===== src/rtl/add_sub_pkg.sv =====
// add_sub_pkg: shared definitions for the pipelined adder-subtractor.
//   OP_ADD / OP_SUB : encodings of the select input
//   ctl_t           : per-beat side-band bits carried down the pipe with
//                     the beat (operand MSBs for overflow, saturation enable)
//   sat_max/sat_min : most positive / most negative two's-complement
//                     pattern of a given width (width <= 64)
package add_sub_pkg;

  localparam logic OP_ADD = 1'b0;
  localparam logic OP_SUB = 1'b1;

  typedef struct packed {
    logic xm;   // x MSB
    logic bm;   // MSB of the effective second operand (y, or ~y on subtract)
    logic sat;  // clamp on signed overflow
  } ctl_t;

  function automatic logic [63:0] sat_max(input int w);
    return (64'd1 << (w - 1)) - 64'd1;
  endfunction

  function automatic logic [63:0] sat_min(input int w);
    return 64'd1 << (w - 1);
  endfunction

endpackage


===== src/rtl/add_sub_slice.sv =====
// add_sub_slice: one CHUNK-bit registered carry-chain slice.
//   clk, rst : clock, asynchronous active-high reset
//   en       : advance enable; the slice holds its result while low
//   a, b     : operand slices (b already inverted for subtract)
//   cin      : carry in from the previous slice (or the subtract +1)
//   sum      : registered slice sum
//   cout     : registered carry out of the slice
module add_sub_slice #(
  parameter int CHUNK = 4
) (
  input  logic             clk,
  input  logic             rst,
  input  logic             en,
  input  logic [CHUNK-1:0] a,
  input  logic [CHUNK-1:0] b,
  input  logic             cin,
  output logic [CHUNK-1:0] sum,
  output logic             cout
);

  logic [CHUNK:0] full;

  assign full = {1'b0, a} + {1'b0, b} + {{CHUNK{1'b0}}, cin};

  always_ff @(posedge clk or posedge rst) begin
    if (rst) begin
      sum  <= '0;
      cout <= 1'b0;
    end else if (en) begin
      sum  <= full[CHUNK-1:0];
      cout <= full[CHUNK];
    end
  end

endmodule


===== src/rtl/add_sub_pipe.sv =====
// add_sub_pipe: pipelined signed/unsigned adder-subtractor, valid/ready
// handshake, optional signed saturation. The carry chain is cut into
// STAGES = WIDTH/CHUNK slices, one register stage per slice.
//   clk, rst             : clock, asynchronous active-high reset
//   in_valid / in_ready  : operand handshake (in_ready = pipe advance enable)
//   x, y                 : operands
//   select               : OP_ADD (x+y) or OP_SUB (x-y)
//   sat_en               : clamp ans on signed overflow
//   out_valid / out_ready: result handshake
//   ans                  : result (saturated when sat_en && ovf)
//   cout                 : raw carry out of the MSB (subtract: 1 = no borrow)
//   ovf                  : signed overflow, independent of sat_en
module add_sub_pipe
  import add_sub_pkg::*;
#(
  parameter int WIDTH = 8,
  parameter int CHUNK = 4
) (
  input  logic             clk,
  input  logic             rst,
  input  logic             in_valid,
  output logic             in_ready,
  input  logic [WIDTH-1:0] x,
  input  logic [WIDTH-1:0] y,
  input  logic             select,
  input  logic             sat_en,
  output logic             out_valid,
  input  logic             out_ready,
  output logic [WIDTH-1:0] ans,
  output logic             cout,
  output logic             ovf
);

  localparam int STAGES = WIDTH / CHUNK;
  localparam logic [WIDTH-1:0] SMAX = WIDTH'(sat_max(WIDTH));
  localparam logic [WIDTH-1:0] SMIN = WIDTH'(sat_min(WIDTH));

  logic                en;
  logic [STAGES:1]     vld_pipe;   // vld_pipe[k+1] = stage k holds a beat
  ctl_t [STAGES-1:0]   ctl;
  logic [WIDTH-1:0]    yb;         // effective second operand
  logic [WIDTH-1:0]    raw;
  ctl_t                ctl_o;

  // Slice interconnect, driven per stage from the generate loop.
  wire  [STAGES-1:0][CHUNK-1:0] sa, sb, ss;
  wire  [STAGES-1:0]            sc, sco;

  // Whole pipe advances together; a full output that is not taken
  // freezes every stage, bubbles included.
  assign en        = !out_valid || out_ready;
  assign in_ready  = en;
  assign out_valid = vld_pipe[STAGES];
  assign yb        = (select == OP_ADD) ? y : ~y;

  always_ff @(posedge clk or posedge rst) begin
    if (rst) begin
      vld_pipe <= '0;
      ctl      <= '0;
    end else if (en) begin
      vld_pipe[1] <= in_valid;
      ctl[0]      <= '{xm: x[WIDTH-1], bm: yb[WIDTH-1], sat: sat_en};
      for (int k = 1; k < STAGES; k++) begin
        vld_pipe[k+1] <= vld_pipe[k];
        ctl[k]        <= ctl[k-1];
      end
    end
  end

  for (genvar k = 0; k < STAGES; k++) begin : g_stg

    // Slice inputs: stage 0 takes the live operands and the subtract +1,
    // later stages take their slice from the skew registers of the
    // previous stage and the previous slice's carry.
    if (k == 0) begin : g_src
      assign sa[0] = x[CHUNK-1:0];
      assign sb[0] = yb[CHUNK-1:0];
      assign sc[0] = (select == OP_SUB);
    end else begin : g_src
      assign sa[k] = g_stg[k-1].g_skew.xr[CHUNK-1:0];
      assign sb[k] = g_stg[k-1].g_skew.br[CHUNK-1:0];
      assign sc[k] = sco[k-1];
    end

    add_sub_slice #(.CHUNK(CHUNK)) u_slice (
      .clk  (clk),
      .rst  (rst),
      .en   (en),
      .a    (sa[k]),
      .b    (sb[k]),
      .cin  (sc[k]),
      .sum  (ss[k]),
      .cout (sco[k])
    );

    // Operand slices not yet consumed ride along with the beat; each
    // stage keeps only the slices above the one it just added.
    if (k < STAGES - 1) begin : g_skew
      localparam int RW = WIDTH - (k + 1) * CHUNK;
      logic [RW-1:0] xr, br, xn, bn;

      if (k == 0) begin : g_nxt
        assign xn = x[WIDTH-1:CHUNK];
        assign bn = yb[WIDTH-1:CHUNK];
      end else begin : g_nxt
        assign xn = g_stg[k-1].g_skew.xr[RW+CHUNK-1:CHUNK];
        assign bn = g_stg[k-1].g_skew.br[RW+CHUNK-1:CHUNK];
      end

      always_ff @(posedge clk or posedge rst) begin
        if (rst) begin
          xr <= '0;
          br <= '0;
        end else if (en) begin
          xr <= xn;
          br <= bn;
        end
      end
    end

    // Finished lower result slices are delayed so that at stage k the
    // slices 0..k-1 line up with the slice-k sum register.
    if (k > 0) begin : g_lo
      logic [k*CHUNK-1:0] lo, lon;

      if (k == 1) begin : g_nxt
        assign lon = ss[0];
      end else begin : g_nxt
        assign lon = {ss[k-1], g_stg[k-1].g_lo.lo};
      end

      always_ff @(posedge clk or posedge rst) begin
        if (rst)     lo <= '0;
        else if (en) lo <= lon;
      end
    end

  end

  if (STAGES == 1) begin : g_raw
    assign raw = ss[0];
  end else begin : g_raw
    assign raw = {ss[STAGES-1], g_stg[STAGES-1].g_lo.lo};
  end

  // Overflow and clamping are pure functions of final-stage registers, so
  // ans/cout/ovf stay put while the output is stalled. All-zero reset
  // state gives ovf = 0 and ans = 0.
  assign ctl_o = ctl[STAGES-1];
  assign ovf   = (ctl_o.xm == ctl_o.bm) && (raw[WIDTH-1] != ctl_o.xm);
  assign ans   = (ctl_o.sat && ovf) ? (ctl_o.xm ? SMIN : SMAX) : raw;
  assign cout  = sco[STAGES-1];

endmodule


===== config.mk =====
export PLATFORM = sky130hd
export DESIGN_NAME = add_sub_pipe
export DESIGN_NICKNAME = d
export VERILOG_FILES = /design/src/rtl/add_sub_pkg.sv /design/src/rtl/add_sub_slice.sv /design/src/rtl/add_sub_pipe.sv
export SDC_FILE = /design/constraint.sdc
export NUM_CORES = 1
export LEC_CHECK = 0
export ABC_AREA = 1
export ABC_CLOCK_PERIOD_IN_PS = 5000
export BUFFER_PORTS_ARGS = -buffer_cell sky130_fd_sc_hd__buf_2
export CAP_MARGIN = 5
export CORE_MARGIN = 2
export CORE_UTILIZATION = 36
export CTS_BUF_LIST = sky130_fd_sc_hd__clkbuf_8
export DETAILED_ROUTE_END_ITERATION = 12
export GPL_TIMING_DRIVEN = 0
export PLACE_DENSITY = 0.62
export RECOVER_POWER = 50
export SLEW_MARGIN = 25
export SYNTH_ARGS = -nofsm -noshare
export SYNTH_HDL_FRONTEND = slang
export SYNTH_SLANG_ARGS = --single-unit

===== constraint.sdc =====
create_clock -name clk -period 5 [get_ports clk]
set_clock_uncertainty 0.15 [all_clocks]
set_input_delay 0.25 -clock clk [delete_from_list [all_inputs] [get_ports clk]]
set_output_delay 0.25 -clock clk [all_outputs]
set_load 0.02 [all_outputs]

==> qor.yml <==
gp_congestion: 0.699
sequentialPowerShare_pct: 41.5
grt_pass1_vias: 1189
p_per_area_nw_per_um2: 399
antenna_found_initial: 0
clock-sinks: 28
vias_per_cell: 4.39
cts_resized: 0
coreArea_sq_um: 4320
h-tree-depth: 1
post_drt_wl_per_cell_um: 11.0
finalWirelength_um: 2970
path_depth: 5
n_antenna_cell: 0
critPathMaxStageDelay_ps: 440
cp_common_cell: "clkbuf_1"
die_h_um: 70.8
critPathTopFamily: "buffers and inverters"
setup_violations: 0
dieWidth_um: 70.8
reg2reg_setup_slack_ps: 3250
drt-met1-wl_um: 1500
arrival_ps: 1810
drive_above_1_share_pct: 23.9
stdcell_area_sq_um: 1870
slew_violations: 0
avgSynthCellArea_sq_um: 8.87
crit_chain: "inv_1, or2_1, clkbuf_1, clkbuf_1, buf_2"
grt_max_degree: 29
grt_setup_unrepaired: "no"
crit_start: "vld_pipe[2]"
place.port_buffers: 32
swShare_pct: 38.0
leakagePower_nw: 1.01
pre_cts_slack_ps: 3250
drc_errors: 0
timing_hold_violations_final: 0
power.share.clock_pct: 18.9
fmax_ghz: 0.453
slew_headroom_pct: 31.1
synth-seq-area-share_pct: 43.6
clock_latency_ps: 270
firstDrtPassIters: 4
r2r_start: "g_stg[0].g_skew.xr[0]"
vias: 1184
ir_drop_mv: 0.122
synth_cell_types: 24
synth_seq_cells: 28
cts_buffer_depth: 2
r2r_end: "g_stg[1].u_slice.sum[1]"
required_ps: 4600
die_area_sq_um: 5010
final_antenna_net_count: 0
dr_wl_met3_um: 124
endpoint: "in_ready"
worst-path-max-fanout: 10
worstRegToRegCells: 4
routed.top_layer: "met4"
cts_made_buffers: 3
switchingPower_mw: 0.283
grt_usage_pct: 13.1
min_period_ps: 2210
dp_hpwl_um: 2260
met2WireLength_um: 1290
post_cts.repair.setup_buffers: 0
clk_pin_slew_worst_paths_ps: 90
areaGrowthSynthToFinish_pct: 16.5
start_kind: "register"
hold_class: "in -> reg"
path_buf_inv: 4
drt-initial-drc-count: 58
min_period_over_period_pct: 44.1
fin_nets: 251
rows: 24
slowest_stage: "clkbuf_1"
synthCells: 181
synth_area_sq_um: 1610
p_int_mw: 0.463
num_io_pins: 34
ys.warnings.count: 0
endpoint_kind: "output port"
status: "finished clean"
cap_viol_max_count: 0
critPathKind: "reg -> out"
cts-root-buf: "clkbuf_8"
fin_ws_ps: 2790
grt-ovfl-total: 0
tightest_slew_ps: 1030
finalSetupTns_ps: 0
synthesis.nets: 213
placed_area_sq_um: 1830
combPwrFrac_pct: 39.7
cts_tree: "built"
start_util_pct: 37.1
grt_pass1_wl_um: 5170
-- how the worst min path moves through the flow --
stage | start | endpoint | slack (ps) | depth (start not counted)
finish | x[6] | g_stg[0].g_skew.xr[2] | 20 | 3
detailed placement | rst | g_stg[1].u_slice.sum[0] | 200 | 2
global placement | vld_pipe[1] | vld_pipe[2] | 290 | 2
CTS | x[6] | g_stg[0].g_skew.xr[2] | 9 | 3
global route | x[6] | g_stg[0].g_skew.xr[2] | 7 | 3
floorplan | rst | ctl[0] | 170 | 1
-- cell usage in the layout (no fill, tap or decap), drive strengths merged --
master       synthesis  routed
nand2               70      70
buf                  7      34
dfrtp               28      28
o21ai               20      20
inv                 18      18
clkbuf               0       9
ha                   7       7
xnor2                5       5
nand3                5       5
nor2                 4       4
a21oi                4       4
xor2                 3       3
fa                   3       3
nand3b               2       2
or2                  1       1
clkinv               1       1
nand4                1       1
and2                 1       1
a21boi               1       1
dlygate4sd3          0       1
-- cells in the mapped netlist --
master | n | area, sq um
buf_8 | 1 | 15.0
buf_4 | 1 | 7.51
o21ai_1 | 3 | 15.0
nand3b_1 | 2 | 15.0
xor2_1 | 3 | 26.3
dfrtp_1 | 28 | 701
a21boi_1 | 1 | 7.51
nand3_1 | 3 | 15.0
ha_1 | 7 | 87.6
fa_1 | 3 | 60.1
buf_12 | 1 | 20.0
clkinv_8 | 1 | 16.3
o21ai_2 | 11 | 96.3
nand4_1 | 1 | 6.26
o21ai_0 | 6 | 30.0
and2_1 | 1 | 6.26
buf_6 | 4 | 45.0
or2_1 | 1 | 6.26
nor2_1 | 4 | 15.0
a21oi_1 | 4 | 20.0
nand3_2 | 2 | 20.0
xnor2_1 | 5 | 43.8
inv_1 | 18 | 67.6
nand2_1 | 70 | 263
-- metrics by stage --
stage / util (%) / cells / hold WS (ps) / power, mW
3_5_place_dp: 42.3 / 265 / 200 / 0.619
5_1_grt: 43.3 / 270 / 6.75 / 0.809
3_3_place_gp: 42.3 / 265 / 294 / 0.614
6_report: 43.3 / 270 / 15.3 / 0.746
2_1_floorplan: - / 181 / 165 / 0.533
4_1_cts: 43.8 / 270 / 9.08 / 0.761
-- tightest hold or removal path: cells and delay by family --
kind / cells / cell delay (ps)
AND/OR/NAND/NOR: 2 / 90
buffers and inverters: 1 / 70
-- flip-flops by register name, indices dropped and copies added (netlist names) --
name	count
g_stg.u_slice.sum	8
ctl	6
g_stg.g_lo.lo	4
g_stg.g_skew.br	3
g_stg.g_skew.xr	3
g_stg.u_slice.cout	2
vld_pipe	2
-- what timing repair did --
action | CTS | global route
setup endpoints to repair | 0 | 0
hold buffers | 1 | 0
endpoints found under the hold margin | 28 | 0
-- layout make-up --
cell class | count | area, sq um
plain buffers | 7 | 65.1
clock buffers | 4 | 55.1
fillers | 463 | 2450
inverters | 19 | 83.8
multi-input cells | 127 | 733
flip-flops and latches | 28 | 701
well taps | 52 | 65.1
repair buffers | 33 | 168
-- routing by layer --
layer,global-route usage (%),vias to the layer above
li1,-,641
met1,17.8,506
met3,1.28,5
met4,5.66,0
met2,21.2,32
met5,0,-
-- power groups by stage --
stage	clock (mW)	combinational, mW	sequential (mW)
floorplan	0	0.221	0.312
global route	0.157	0.337	0.315
detailed placement	0	0.306	0.313
global placement	0	0.301	0.312
finish	0.141	0.296	0.309
CTS	0.144	0.308	0.309
-- logic make-up after synthesis --
family,count (synthesis),synth area share [%]
buffers and inverters,26,10.7
AOI/OAI and AO/OA,25,10.5
adders and majority gates,10,9.20
and+or+nand+nor,84,21.6
DFF,28,43.6
xor gates and xnor gates,8,4.36
No activity file was read; power rests on OpenSTA's default activity.
